--- src/rtl/ahb_line_fetch_if.sv ---
// Refill request/line return plus AHB-Lite read-master signals for
// the I-cache line fetch unit.
interface ahb_line_fetch_if;
    logic         req;
    logic [31:0]  req_addr;
    logic [127:0] line_data;
    logic         line_ready;
    logic         err;
    logic         busy;
    logic [31:0]  HADDR;
    logic [1:0]   HTRANS;
    logic [2:0]   HBURST;
    logic [2:0]   HSIZE;
    logic         HWRITE;
    logic [3:0]   HPROT;
    logic [31:0]  HRDATA;
    logic         HREADY;
    logic         HRESP;

    modport master (
        input  req, req_addr, HRDATA, HREADY, HRESP,
        output line_data, line_ready, err, busy,
        output HADDR, HTRANS, HBURST, HSIZE, HWRITE, HPROT
    );

    modport slave (
        output req, req_addr, HRDATA, HREADY, HRESP,
        input  line_data, line_ready, err, busy,
        input  HADDR, HTRANS, HBURST, HSIZE, HWRITE, HPROT
    );
endinterface

--- src/rtl/ahb_line_fetch.sv ---
// I-cache refill master: one 4-beat AHB-Lite read burst per miss,
// beats assembled by address into a 128-bit line.
module ahb_line_fetch #(
    parameter bit         WRAP_EN   = 1'b0,
    parameter logic [3:0] HPROT_VAL = 4'b0010
) (
    input logic              clk,
    input logic              rst,
    ahb_line_fetch_if.master bus
);
    typedef enum logic [1:0] {IDLE, BURST, DONE} state_t;

    localparam logic [1:0] HT_IDLE   = 2'b00;
    localparam logic [1:0] HT_NONSEQ = 2'b10;
    localparam logic [1:0] HT_SEQ    = 2'b11;
    localparam logic [2:0] HB_VAL    = WRAP_EN ? 3'b010 : 3'b011;

    state_t       state_q, state_d;
    logic [31:0]  haddr_q, haddr_d;
    logic [1:0]   htrans_q, htrans_d;
    logic [2:0]   hburst_q, hburst_d;
    logic [1:0]   abeat_q, abeat_d;
    logic [1:0]   dbeat_q, dbeat_d;
    logic         dphase_q, dphase_d;
    logic [1:0]   dword_q, dword_d;
    logic [127:0] line_q, line_d;
    logic         ready_q, ready_d;
    logic         err_q, err_d;
    logic [31:0]  next_addr;
    logic         unused_addr_lsb;

    assign unused_addr_lsb = ^bus.req_addr[1:0];

    // WRAP4 keeps the line base; INCR4 starts aligned so +4 never leaves it
    assign next_addr = WRAP_EN
        ? {haddr_q[31:4], haddr_q[3:2] + 2'd1, 2'b00}
        : haddr_q + 32'd4;

    always_comb begin
        state_d  = state_q;
        haddr_d  = haddr_q;
        htrans_d = htrans_q;
        hburst_d = hburst_q;
        abeat_d  = abeat_q;
        dbeat_d  = dbeat_q;
        dphase_d = dphase_q;
        dword_d  = dword_q;
        line_d   = line_q;
        ready_d  = ready_q;
        err_d    = err_q;
        unique case (state_q)
            IDLE: begin
                if (bus.req) begin
                    haddr_d  = WRAP_EN ? {bus.req_addr[31:2], 2'b00}
                                       : {bus.req_addr[31:4], 4'h0};
                    htrans_d = HT_NONSEQ;
                    hburst_d = HB_VAL;
                    abeat_d  = 2'd0;
                    dbeat_d  = 2'd0;
                    dphase_d = 1'b0;
                    state_d  = BURST;
                end
            end
            BURST: begin
                if (!bus.HREADY) begin
                    // first ERROR cycle: cancel the pending address phase
                    if (dphase_q && bus.HRESP) htrans_d = HT_IDLE;
                end else begin
                    if (htrans_q != HT_IDLE) begin
                        dphase_d = 1'b1;
                        dword_d  = haddr_q[3:2];
                        if (abeat_q == 2'd3) begin
                            htrans_d = HT_IDLE;
                        end else begin
                            htrans_d = HT_SEQ;
                            haddr_d  = next_addr;
                            abeat_d  = abeat_q + 2'd1;
                        end
                    end else begin
                        dphase_d = 1'b0;
                    end
                    if (dphase_q) begin
                        if (!bus.HRESP) begin
                            line_d[32*dword_q +: 32] = bus.HRDATA;
                            dbeat_d = dbeat_q + 2'd1;
                        end
                        if (bus.HRESP || dbeat_q == 2'd3) begin
                            state_d  = bus.req ? DONE : IDLE;
                            ready_d  = bus.req;
                            err_d    = bus.req & bus.HRESP;
                            htrans_d = HT_IDLE;
                            dphase_d = 1'b0;
                            abeat_d  = 2'd0;
                            dbeat_d  = 2'd0;
                        end
                    end
                end
            end
            DONE: begin
                if (!bus.req) begin
                    state_d = IDLE;
                    ready_d = 1'b0;
                    err_d   = 1'b0;
                end
            end
            default: state_d = IDLE;
        endcase
    end

    always_ff @(posedge clk or negedge rst) begin
        if (!rst) begin
            state_q  <= IDLE;
            haddr_q  <= '0;
            htrans_q <= HT_IDLE;
            hburst_q <= '0;
            abeat_q  <= '0;
            dbeat_q  <= '0;
            dphase_q <= 1'b0;
            dword_q  <= '0;
            line_q   <= '0;
            ready_q  <= 1'b0;
            err_q    <= 1'b0;
        end else begin
            state_q  <= state_d;
            haddr_q  <= haddr_d;
            htrans_q <= htrans_d;
            hburst_q <= hburst_d;
            abeat_q  <= abeat_d;
            dbeat_q  <= dbeat_d;
            dphase_q <= dphase_d;
            dword_q  <= dword_d;
            line_q   <= line_d;
            ready_q  <= ready_d;
            err_q    <= err_d;
        end
    end

    assign bus.HADDR      = haddr_q;
    assign bus.HTRANS     = htrans_q;
    assign bus.HBURST     = hburst_q;
    assign bus.HSIZE      = 3'b010;
    assign bus.HWRITE     = 1'b0;
    assign bus.HPROT      = HPROT_VAL;
    assign bus.line_data  = line_q;
    assign bus.line_ready = ready_q;
    assign bus.err        = err_q;
    assign bus.busy       = (state_q != IDLE);
endmodule

--- src/flat_wrapper.sv ---
// flat-port wrapper written by rule: the top's interface ports become plain ports
module ahb_line_fetch_flat 
#(
    parameter bit         WRAP_EN   = 1'b0,
    parameter logic [3:0] HPROT_VAL = 4'b0010
)
  (clk, rst, bus_req, bus_req_addr, bus_HRDATA, bus_HREADY, bus_HRESP, bus_line_data, bus_line_ready, bus_err, bus_busy, bus_HADDR, bus_HTRANS, bus_HBURST, bus_HSIZE, bus_HWRITE, bus_HPROT);
  ahb_line_fetch_if bus_i ();
  input logic clk;
  input logic rst;
  input wire logic [$bits(bus_i.req)-1:0] bus_req;
  input wire logic [$bits(bus_i.req_addr)-1:0] bus_req_addr;
  input wire logic [$bits(bus_i.HRDATA)-1:0] bus_HRDATA;
  input wire logic [$bits(bus_i.HREADY)-1:0] bus_HREADY;
  input wire logic [$bits(bus_i.HRESP)-1:0] bus_HRESP;
  output wire logic [$bits(bus_i.line_data)-1:0] bus_line_data;
  output wire logic [$bits(bus_i.line_ready)-1:0] bus_line_ready;
  output wire logic [$bits(bus_i.err)-1:0] bus_err;
  output wire logic [$bits(bus_i.busy)-1:0] bus_busy;
  output wire logic [$bits(bus_i.HADDR)-1:0] bus_HADDR;
  output wire logic [$bits(bus_i.HTRANS)-1:0] bus_HTRANS;
  output wire logic [$bits(bus_i.HBURST)-1:0] bus_HBURST;
  output wire logic [$bits(bus_i.HSIZE)-1:0] bus_HSIZE;
  output wire logic [$bits(bus_i.HWRITE)-1:0] bus_HWRITE;
  output wire logic [$bits(bus_i.HPROT)-1:0] bus_HPROT;
  assign bus_i.req = bus_req;
  assign bus_i.req_addr = bus_req_addr;
  assign bus_i.HRDATA = bus_HRDATA;
  assign bus_i.HREADY = bus_HREADY;
  assign bus_i.HRESP = bus_HRESP;
  assign bus_line_data = bus_i.line_data;
  assign bus_line_ready = bus_i.line_ready;
  assign bus_err = bus_i.err;
  assign bus_busy = bus_i.busy;
  assign bus_HADDR = bus_i.HADDR;
  assign bus_HTRANS = bus_i.HTRANS;
  assign bus_HBURST = bus_i.HBURST;
  assign bus_HSIZE = bus_i.HSIZE;
  assign bus_HWRITE = bus_i.HWRITE;
  assign bus_HPROT = bus_i.HPROT;
  ahb_line_fetch #(.WRAP_EN(WRAP_EN), .HPROT_VAL(HPROT_VAL)) u_core (.clk(clk), .rst(rst), .bus(bus_i));
endmodule
--- config.mk ---
export PLATFORM = sky130hd
export DESIGN_NAME = ahb_line_fetch_flat
export DESIGN_NICKNAME = d
export VERILOG_FILES = /design/src/rtl/ahb_line_fetch_if.sv /design/src/rtl/ahb_line_fetch.sv /design/src/flat_wrapper.sv
export SDC_FILE = /design/constraint.sdc
export NUM_CORES = 1
export LEC_CHECK = 0
export ABC_AREA = 1
export ABC_CLOCK_PERIOD_IN_PS = 2130
export CORE_ASPECT_RATIO = 1.1
export CORE_UTILIZATION = 43
export DETAILED_ROUTE_END_ITERATION = 16
export PLACE_DENSITY = 0.88
export SYNTH_ARGS = -nofsm -noshare
export SYNTH_HDL_FRONTEND = slang
export SYNTH_SLANG_ARGS = --single-unit
--- constraint.sdc ---
create_clock -name clk -period 2.13 [get_ports clk]
set_input_delay 0.426 -clock clk [delete_from_list [all_inputs] [get_ports clk]]
set_output_delay 0.426 -clock clk [all_outputs]
set_load 0.01 [all_outputs]
==> results of run 1 <==
## cell families after synthesis
group / after synthesis
other cells: 2
compound gates: 185
flops: 172
xor+xnor: 1
fa+ha+maj: 7
buf+inv: 156
simple gates: 595
## where the power goes
part / internal, uW / switching (uW)
logic: 2790 / 3840
clock network: 1680 / 1470
registers: 4100 / 767
## per-layer routing
metal	share of wire (%)	GRT usage, %	wire length [um]
met2	48	42.0	12300
met1	40	33.9	10300
met3	9.0	5.54	2310
met5	0	0	0
met4	2.8	9.94	704
## critical path: stages (launching register included)
cell	delay, ps
dfrtp_1	420
inv_1	110
nand2_1	110
clkdlybuf4s50_1	540
## layout by cell type, fill, tap and decap left out, types with 4 or more instances in the layout
cell type          n
clkbuf_16         17
buf_4             22
o21ai_1           50
nor2_1           119
o21bai_1           4
or2_2              4
nand3_1          131
inv_6              4
nand2_1          320
nand4_1            6
conb_1            11
o21ai_0           72
clkdlybuf4s50_1  228
o22ai_1            6
buf_12            10
ha_1               7
dfrtp_1          172
a21oi_1           49
inv_8              5
nor2_2             7
inv_1             81
## worst paths after layout
| kind | to | slack [ps] | cells past startpoint | startpoint |
|---|---|---|---|---|
| worst max-delay path | bus_busy | 110 | 3 | u_core.state_q[1] |
| worst min-delay path | u_core.bus.line_data[113] | 440 | 2 | rst |
| worst max register to register | u_core.bus.line_data[2] | 200 | 6 | u_core.dword_q[1] |
| worst min register to register | u_core.bus.line_data[90] | 490 | 2 | u_core.bus.line_data[90] |
| max in group asynchronous | u_core.bus.line_data[69] | 960 | 3 | rst |
| min in group clk | u_core.bus.line_data[90] | 490 | 2 | u_core.bus.line_data[90] |
## per-stage QoR
| step | area, um2 | worst slack (ps) | hold slack (ps) |
|---|---|---|---|
| after floorplan | 8530 | 42.6 | 130 |
| after global placement | 11200 | 165 | 322 |
| after detailed placement | 11200 | 104 | 328 |
| after CTS | 11800 | 100 | 446 |
| after global routing | 11800 | 38.8 | 450 |
| final | 11800 | 106 | 439 |
## what timing repair did
item                                    in CTS  in global routing
resized for setup                            0                  2
hold buffers                                 1                  0
hold endpoints to repair                    27                  0
endpoints found under the setup margin       0                  4
## layout make-up
type / count / share of cell area, %
clock inverters: 15 / 1.41
multi-input cells: 799 / 30.5
clock buffers: 17 / 3.61
inverters: 82 / 2.61
repair buffers: 262 / 22.7
well taps: 247 / 2.62
flip-flops and latches: 172 / 36.5
## state kept, by name, indices dropped and copies added, names as in the netlist
signal	cells
u_core.bus.HADDR	30
u_core.dbeat_q	2
u_core.bus.line_ready	1
u_core.bus.err	1
u_core.dphase_q	1
u_core.bus.line_data	128
u_core.state_q	2
u_core.bus.HTRANS	2
u_core.dword_q	2
u_core.abeat_q	2
u_core.bus.HBURST	1
==> out/metrics.yaml, run 1 <==
clock_tree:
  htreeDepth: 4
  cts_tree: "built"
  clk_pin_slew_worst_paths_ps: 80
  cts_setup_buffers: 0
  cts_buffers: 17
  clockBufferDepth: 2
  clock_latency_ps: 430
  root_buffer: "clkbuf_16"
  cts.sink_count: 172
synth:
  synth-edff-count: 0
  synth_common_cells: "nand2_1 (320), dfrtp_1 (172), nand3_1 (131)"
  synth_area_mm2: 0.00848
  yosysUniqueCellTypes: 30
  synth_compound_area_share_pct: 11.2
  synth_xor_area_share_pct: 0.103
  synth.most_common_cell: "nand2_1"
  synth_seq_area_share_pct: 50.8
  ys_ff_latch: 172
  async_reset_ff_share_pct: 100
  synth_top_family_by_area: "simple AND/OR/NAND/NOR gates"
  synthMuxAreaShare_pct: 0
  synth_fa_ha_area_share_pct: 1.03
  postSynthAreaPerCell_um2: 7.58
  synth-simple-area-share_pct: 29.0
  netlist_instances: 1118
  netlist.area_leader.share_pct: 50.8
  yosys_warnings: 0
  synthTopCellsByArea: "dfrtp_1 (51%), nand2_1 (14%), nand3_1 (7.7%)"
  ys.flop_type: "dfrtp_1"
  yosys.area.top_type: "dfrtp_1"
detailed_routing:
  drc: 0
  vias_per_cell: 5.39
  routedWlPerCell_um: 16.0
  detailedRoute.firstIterationViolations: 883
  num_vias: 8589
  dr.pass1.iters: 7
  ant_nets: 0
  wl_mm: 25.6
floorplan:
  dieArea_mm2: 0.0203
  die_w_um: 136
  design.core.area_mm2: 0.0192
  die_h_um: 149
  io-pin-count: 245
  initial_utilization_pct: 44.1
  rows: 53
timing:
  skew_ps: 12.5
  max_freq_ghz: 0.494
  setup_viol: 0
  tns_ps: 0
  rsz0062_at_grt: "false"
  fin_crit_sh_pct: 95.0
  period_minus_slack_ps: 2020
  finalMaxSlewViolations: 0
  finalHoldViolCount: 0
final_layout:
  area_delta_synth_final_pct: 38.9
  num_antenna_cells: 0
  multi_input_comb_area_mm2: 0.00359
  fin_nets: 1410
  regArea_mm2: 0.00430
  drive_above_1_share_pct: 6.09
  post_layout_nonfiller_instances: 1594
  fill_cells: 1646
  fin_util_pct: 61.2
grt:
  grt_start_max_net_pins: 67
  grt-ovfl-total: 0
  grt_pass1_wl_mm: 41.3
  grt_pass1_vias: 8006
  grt.total_usage_pct: 25.9
  grt_antenna_before_repair: 0
critical_path:
  path_class: "reg -> out"
  start_kind: "register"
  required_ps: 1700
  crit_path_end_kind: "output port"
  crit_fanout: 4
  arrival_ps: 1600
min_path:
  hold_path.class: "in -> async"
outcome:
  outcome: "finished, final reports clean"
pwr:
  finalPower_uw: 14600
  ir_worst_vdd_uv: 925
  cellPowerDensity_mw_per_mm2: 1240
  p_leak_uw: 0.00582
flow_run:
  max_cap_viol_count: 0
place:
  place.gp.congestion: 0.954
  place_inst: 1561
  dp_hpwl_mm: 18.0
  port_buffers: 229
No activity file was read; power rests on OpenSTA's default activity.
==> run 2, diff against run 1 <==
--- a/config.mk
+++ b/config.mk
@@ -8,9 +8,11 @@
 export ABC_AREA = 1
 export ABC_CLOCK_PERIOD_IN_PS = 2130
 export CORE_ASPECT_RATIO = 1.1
-export CORE_UTILIZATION = 43
+export CORE_UTILIZATION = 25
+export CTS_CLUSTER_SIZE = 8
 export DETAILED_ROUTE_END_ITERATION = 16
-export PLACE_DENSITY = 0.88
+export GPL_TIMING_DRIVEN = 0
+export PLACE_DENSITY = 0.61
 export SYNTH_ARGS = -nofsm -noshare
 export SYNTH_HDL_FRONTEND = slang
 export SYNTH_SLANG_ARGS = --single-unit
==> run 2 against run 1 <==
  * Cell count rose by 14%
  * Sequential share of layout area fell by 0.94 points
  * Global-route usage down 8.1 points
  * Sequential power increased by 1%
  * First-iteration DRC count shrank 44%
  * Combinational power up 2%
  * Final area is 2.7% higher
  * Via count is 2.5% lower
  * Routed wire length is 19% higher
  * Total power up 1.8%
  * Highest routed layer unchanged
==> out/metrics.yaml, run 2 (synthesis gave the netlist of run 1 again) <==
outcome:
  outcome: "finished, final reports clean"
floorplan:
  design.core.area_mm2: 0.0333
  die_w_um: 178
  io-pin-count: 245
  rows: 70
  dieArea_mm2: 0.0346
  die_h_um: 195
  initial_utilization_pct: 25.5
final_layout:
  regArea_mm2: 0.00431
  num_antenna_cells: 0
  multi_input_comb_area_mm2: 0.00359
  largest_reg_flops: 128
  drive_above_1_share_pct: 7.04
  most-common-layout-cells: "nand2_1 (320), clkdlybuf4s50_1 (228), dfrtp_1 (171), nand3_1 (131), nor2_1 (123)"
  area_delta_synth_final_pct: 42.6
  fin_nets: 1455
  fill_cells: 3479
  fin_util_pct: 36.3
  layout_commonest_cell: "nand2_1"
pwr:
  cellPowerDensity_mw_per_mm2: 1230
  finalPower_uw: 14900
  p_leak_uw: 0.00592
  ir_worst_vdd_uv: 735
flow_run:
  max_cap_viol_count: 0
critical_path:
  start_kind: "register"
  crit_chain: "inv_1 > nand2_1 > clkdlybuf4s50_1"
  required_ps: 1700
  reg2reg_from: "u_core.dword_q[0]"
  crit_family: "buffers and inverters"
  crit_fanout: 4
  crit_path_end_kind: "output port"
  max_stage_delay_ps: 550
  arrival_ps: 1600
  crit_path_end: "bus_busy"
  path_depth: 3
  reg2reg_to: "u_core.bus.line_data[88]"
  startpoint: "u_core.state_q[1]"
  r2r_setup_slack_ps: 180
  r2r_cells: 7
  crit_buf_inv: 2
  cp_slowest_cell: "clkdlybuf4s50_1"
  path_class: "reg -> out"
timing:
  fin_crit_sh_pct: 95.3
  period_minus_slack_ps: 2030
  max_freq_ghz: 0.493
  slew_headroom_pct: 57.1
  timing_worst_slew_pin_value_ps: 643
  rsz0062_at_grt: "false"
  finalHoldViolCount: 0
  finalMaxSlewViolations: 0
  skew_ps: 19.5
  worst_hold_slack_ps: 493
  setup_viol: 0
detailed_routing:
  detailedRoute.firstIterationViolations: 498
  routedWlPerCell_um: 16.6
  vias_per_cell: 4.59
  wl_mm: 30.3
  dr.pass1.iters: 7
  drc: 0
  ant_nets: 0
  num_vias: 8373
clock_tree:
  clockBufferDepth: 2
  clock_latency_ps: 440
  htreeDepth: 4
  clk_pin_slew_worst_paths_ps: 70
  cts.sink_count: 172
  cts_buffers: 17
  root_buffer: "clkbuf_16"
  cts_tree: "built"
place:
  dp_hpwl_mm: 23.0
  place.gp.congestion: 0.893
  port_buffers: 229
min_path:
  hold_path.class: "reg -> reg"
grt:
  grt_antenna_before_repair: 0
  grt_pass1_wl_mm: 47.2
  grt_start_max_net_pins: 101
  grt_pass1_vias: 8242
  grt-ovfl-total: 0
  grt.total_usage_pct: 17.8
[run 2: cell types whose count changed in the layout (fill, tap and decap cells not counted), sizes merged]
cell | previous run | this run
clkbuf | 17 | 45
inv | 91 | 90
clkinv | 3 | 4
buf | 33 | 50
[run 2: worst min path at each step]
stage | start | to | slack (ps) | depth (start not counted)
after floorplan | rst | u_core.abeat_q[0] | 130 | 0
after global placement | u_core.bus.line_data[90] | u_core.bus.line_data[90] | 470 | 2
after detailed placement | rst | u_core.bus.line_data[9] | 460 | 1
after CTS | u_core.bus.line_data[118] | u_core.bus.line_data[118] | 500 | 2
after global routing | u_core.bus.line_data[36] | u_core.bus.line_data[36] | 520 | 2
final | u_core.bus.line_data[123] | u_core.bus.line_data[123] | 490 | 2
[run 2: through the flow]
stage	setup slack, ps	TNS, ps	area (um2)	cells
5_1_grt	7.73	0	12100	1824
2_1_floorplan	42.6	0	8530	1127
3_3_place_gp	-6960	-1250950	11400	1788
3_5_place_dp	-697	-61720	11400	1789
4_1_cts	7.25	0	12100	1824
6_report	100	0	12100	1824
[run 2: layout make-up]
type | count | area share (%)
sequential | 172 | 35.6
multi-input combinational | 799 | 29.7
timing repair buffer | 235 | 19.7
tap | 432 | 4.47
clock buffer | 17 | 3.52
buffer | 72 | 3.06
inverter | 82 | 2.55
clock inverter | 15 | 1.40
[run 2: repair_timing]
item / in CTS / in global routing
buffers inserted: 3 / 1
gates resized for setup: 10 / 18
pin swaps: 1 / 1
hold endpoints to repair: 68 / 0
endpoints found under the setup margin: 124 / 119
hold buffers: 1 / 0
[run 2: power by group]
part	switching [uW]	leakage [uW]	internal, uW
Combinational	3990	0.00339	2790
Sequential	821	0.00224	4100
Clock	1530	0.000285	1670
[run 2: routing by layer]
| metal | part of all wire (%) | track usage [%] |
|---|---|---|
| met1 | 43 | 22.5 |
| met3 | 6.3 | 3.80 |
| met2 | 49 | 29.9 |
| met5 | 0 | 0 |
| met4 | 2.1 | 6.08 |
[run 2: worst min-delay path, stage by stage, from the launching register on]
cell and delay [ps]:
dfrtp_1 340, o21ai_1 60, nand2_1 60
==> run 3, diff against run 2 <==
--- a/config.mk
+++ b/config.mk
@@ -11,8 +11,10 @@
 export CORE_UTILIZATION = 25
 export CTS_CLUSTER_SIZE = 8
 export DETAILED_ROUTE_END_ITERATION = 16
+export DONT_BUFFER_PORTS = 1
 export GPL_TIMING_DRIVEN = 0
-export PLACE_DENSITY = 0.61
+export PLACE_DENSITY = 0.52
+export REMOVE_ABC_BUFFERS = 1
 export SYNTH_ARGS = -nofsm -noshare
 export SYNTH_HDL_FRONTEND = slang
 export SYNTH_SLANG_ARGS = --single-unit
==> run 3 against run 2 <==
  * The flow now finishes with violations (hold timing)
  * Cell count is 14% lower
  * Register-to-register slack worse by 80 ps
  * Fmax increased by 0.14%
  * Routed wire length up 4.9%
  * Non-clock buffer count is 270 lower
  * Largest power group unchanged
==> out/metrics.yaml, run 3 (synthesis gave the netlist of run 1 again) <==
final_layout:
  drive_above_1_share_pct: 9.69
  fin_nets: 1198
  fin_area_mm2: 0.0100
  area_delta_synth_final_pct: 17.9
  fin_util_pct: 30.0
  num_antenna_cells: 0
  layout_commonest_cell: "nand2_1"
  largest_reg_flops: 128
  most-common-layout-cells: "nand2_1 (318), dfrtp_1 (169), nand3_1 (131), nor2_1 (116), inv_1 (77)"
floorplan:
  design.core.area_mm2: 0.0333
  die_w_um: 178
  dieArea_mm2: 0.0346
  rows: 70
  die_h_um: 195
  initial_utilization_pct: 25.5
  io-pin-count: 245
grt:
  grt_pass1_vias: 7665
  grt-ovfl-total: 0
  grt_pass1_wl_mm: 47.3
  grt_start_max_net_pins: 173
  grt_antenna_before_repair: 0
  grt.total_usage_pct: 18.2
detailed_routing:
  drc: 0
  wl_met2_mm: 15.7
  wl_met3_mm: 2.93
  detailedRoute.firstIterationViolations: 501
  wl_mm: 31.8
  num_vias: 7601
  ant_nets: 0
  vias_per_cell: 4.85
  dr.pass1.iters: 5
  wl_met1_mm: 12.6
  routedWlPerCell_um: 20.3
  highest_layer: "met4"
pwr:
  p_leak_uw: 0.00503
  ir_worst_vdd_uv: 791
  cellPowerDensity_mw_per_mm2: 1420
min_path:
  hold_path.class: "in -> async"
outcome:
  violations: "hold timing"
  outcome: "finished with violations"
critical_path:
  startpoint: "u_core.dword_q[0]"
  reg2reg_from: "u_core.dword_q[0]"
  crit_path_end_kind: "register"
  crit_chain: "inv_1 > ha_4 > inv_1 > nor3_4 > buf_6 > buf_8 > buf_6 > nand3_1 > nand2_1"
  arrival_ps: 2400
  path_depth: 9
  crit_buf_inv: 5
  r2r_cells: 9
  r2r_setup_slack_ps: 100
  max_stage_delay_ps: 470
  crit_fanout: 10
  crit_family: "buffers and inverters"
  required_ps: 2510
  reg2reg_to: "u_core.bus.line_data[66]"
  start_kind: "register"
  cp_slowest_cell: "dfrtp_4"
  path_class: "reg -> reg"
timing:
  finalMaxSlewViolations: 0
  setup_viol: 0
  skew_ps: 19.2
  tns_ps: 0
  rsz0062_at_grt: "true"
  slew_headroom_pct: 35.6
  finalHoldViolCount: 172
  worst_hold_slack_ps: -323
  period_minus_slack_ps: 2030
  fin_crit_sh_pct: 95.2
  max_freq_ghz: 0.493
  timing_worst_slew_pin_value_ps: 964
clock_tree:
  cts_buffers: 17
  cts_tree: "built"
  clockBufferDepth: 2
  clk_pin_slew_worst_paths_ps: 70
  clock_latency_ps: 450
  root_buffer: "clkbuf_16"
  cts.sink_count: 172
  htreeDepth: 4
place:
  place_area_mm2: 0.00893
  place.gp.congestion: 0.853
  port_buffers: 0
  dp_hpwl_mm: 18.2
flow_run:
  max_cap_viol_count: 0
run 3: layout make-up:
cell class                      instances  area (um2)
Clock inverter                         10         138
Fill cell                            3604       23300
Timing Repair Buffer                   37         430
Tap cell                              432         541
Clock buffer                           22         464
Inverter                               82         323
Timing Repair inverter                  5        35.0
Multi-Input combinational cell        807        3760
Sequential cell                       172        4310
run 3: per-layer routing:
| layer | vias up | global-route usage (%) |
|---|---|---|
| met3 | 29 | 6.17 |
| met2 | 280 | 31.6 |
| met4 | 0 | 5.10 |
| met5 | - | 0 |
| met1 | 3679 | 21.1 |
| li1 | 3613 | - |
run 3: through the flow:
| step | total power [uW] | cells | hold WS [ps] | setup WS (ps) |
|---|---|---|---|---|
| 5_1_grt | 15200 | 1567 | -357 | -33.4 |
| 3_3_place_gp | 9310 | 1485 | 134 | -4630 |
| 6_report | 14200 | 1567 | -323 | 103 |
| 3_5_place_dp | 9940 | 1496 | 134 | -2110 |
| 2_1_floorplan | 8090 | 1053 | 130 | -1740 |
| 4_1_cts | 14000 | 1560 | -351 | 13.3 |
run 3: worst max-delay path by stage:
stage,to,slack [ps]
finish,u_core.bus.line_data[66],100
global route,u_core.bus.line_data[66],-30
CTS,u_core.bus.line_data[66],10
detailed placement,u_core.bus.HADDR[6],-2110
global placement,u_core.bus.line_data[16],-4630
floorplan,u_core.bus.line_data[0],-1740
run 3: report_power, final:
| group | total (uW) | leakage, uW | switching, uW | internal (uW) |
|---|---|---|---|---|
| combinational | 5450 | 0.00250 | 3710 | 1740 |
| sequential | 5390 | 0.00224 | 1280 | 4110 |
| clock | 3320 | 0.000291 | 1410 | 1910 |
run 3: repair_timing:
item,in CTS,in global routing
setup buffers,21,4
hold endpoints to repair,172,172
gates resized for setup,22,7
pin swaps,8,2
endpoints found under the setup margin,171,61
gates cloned,11,2
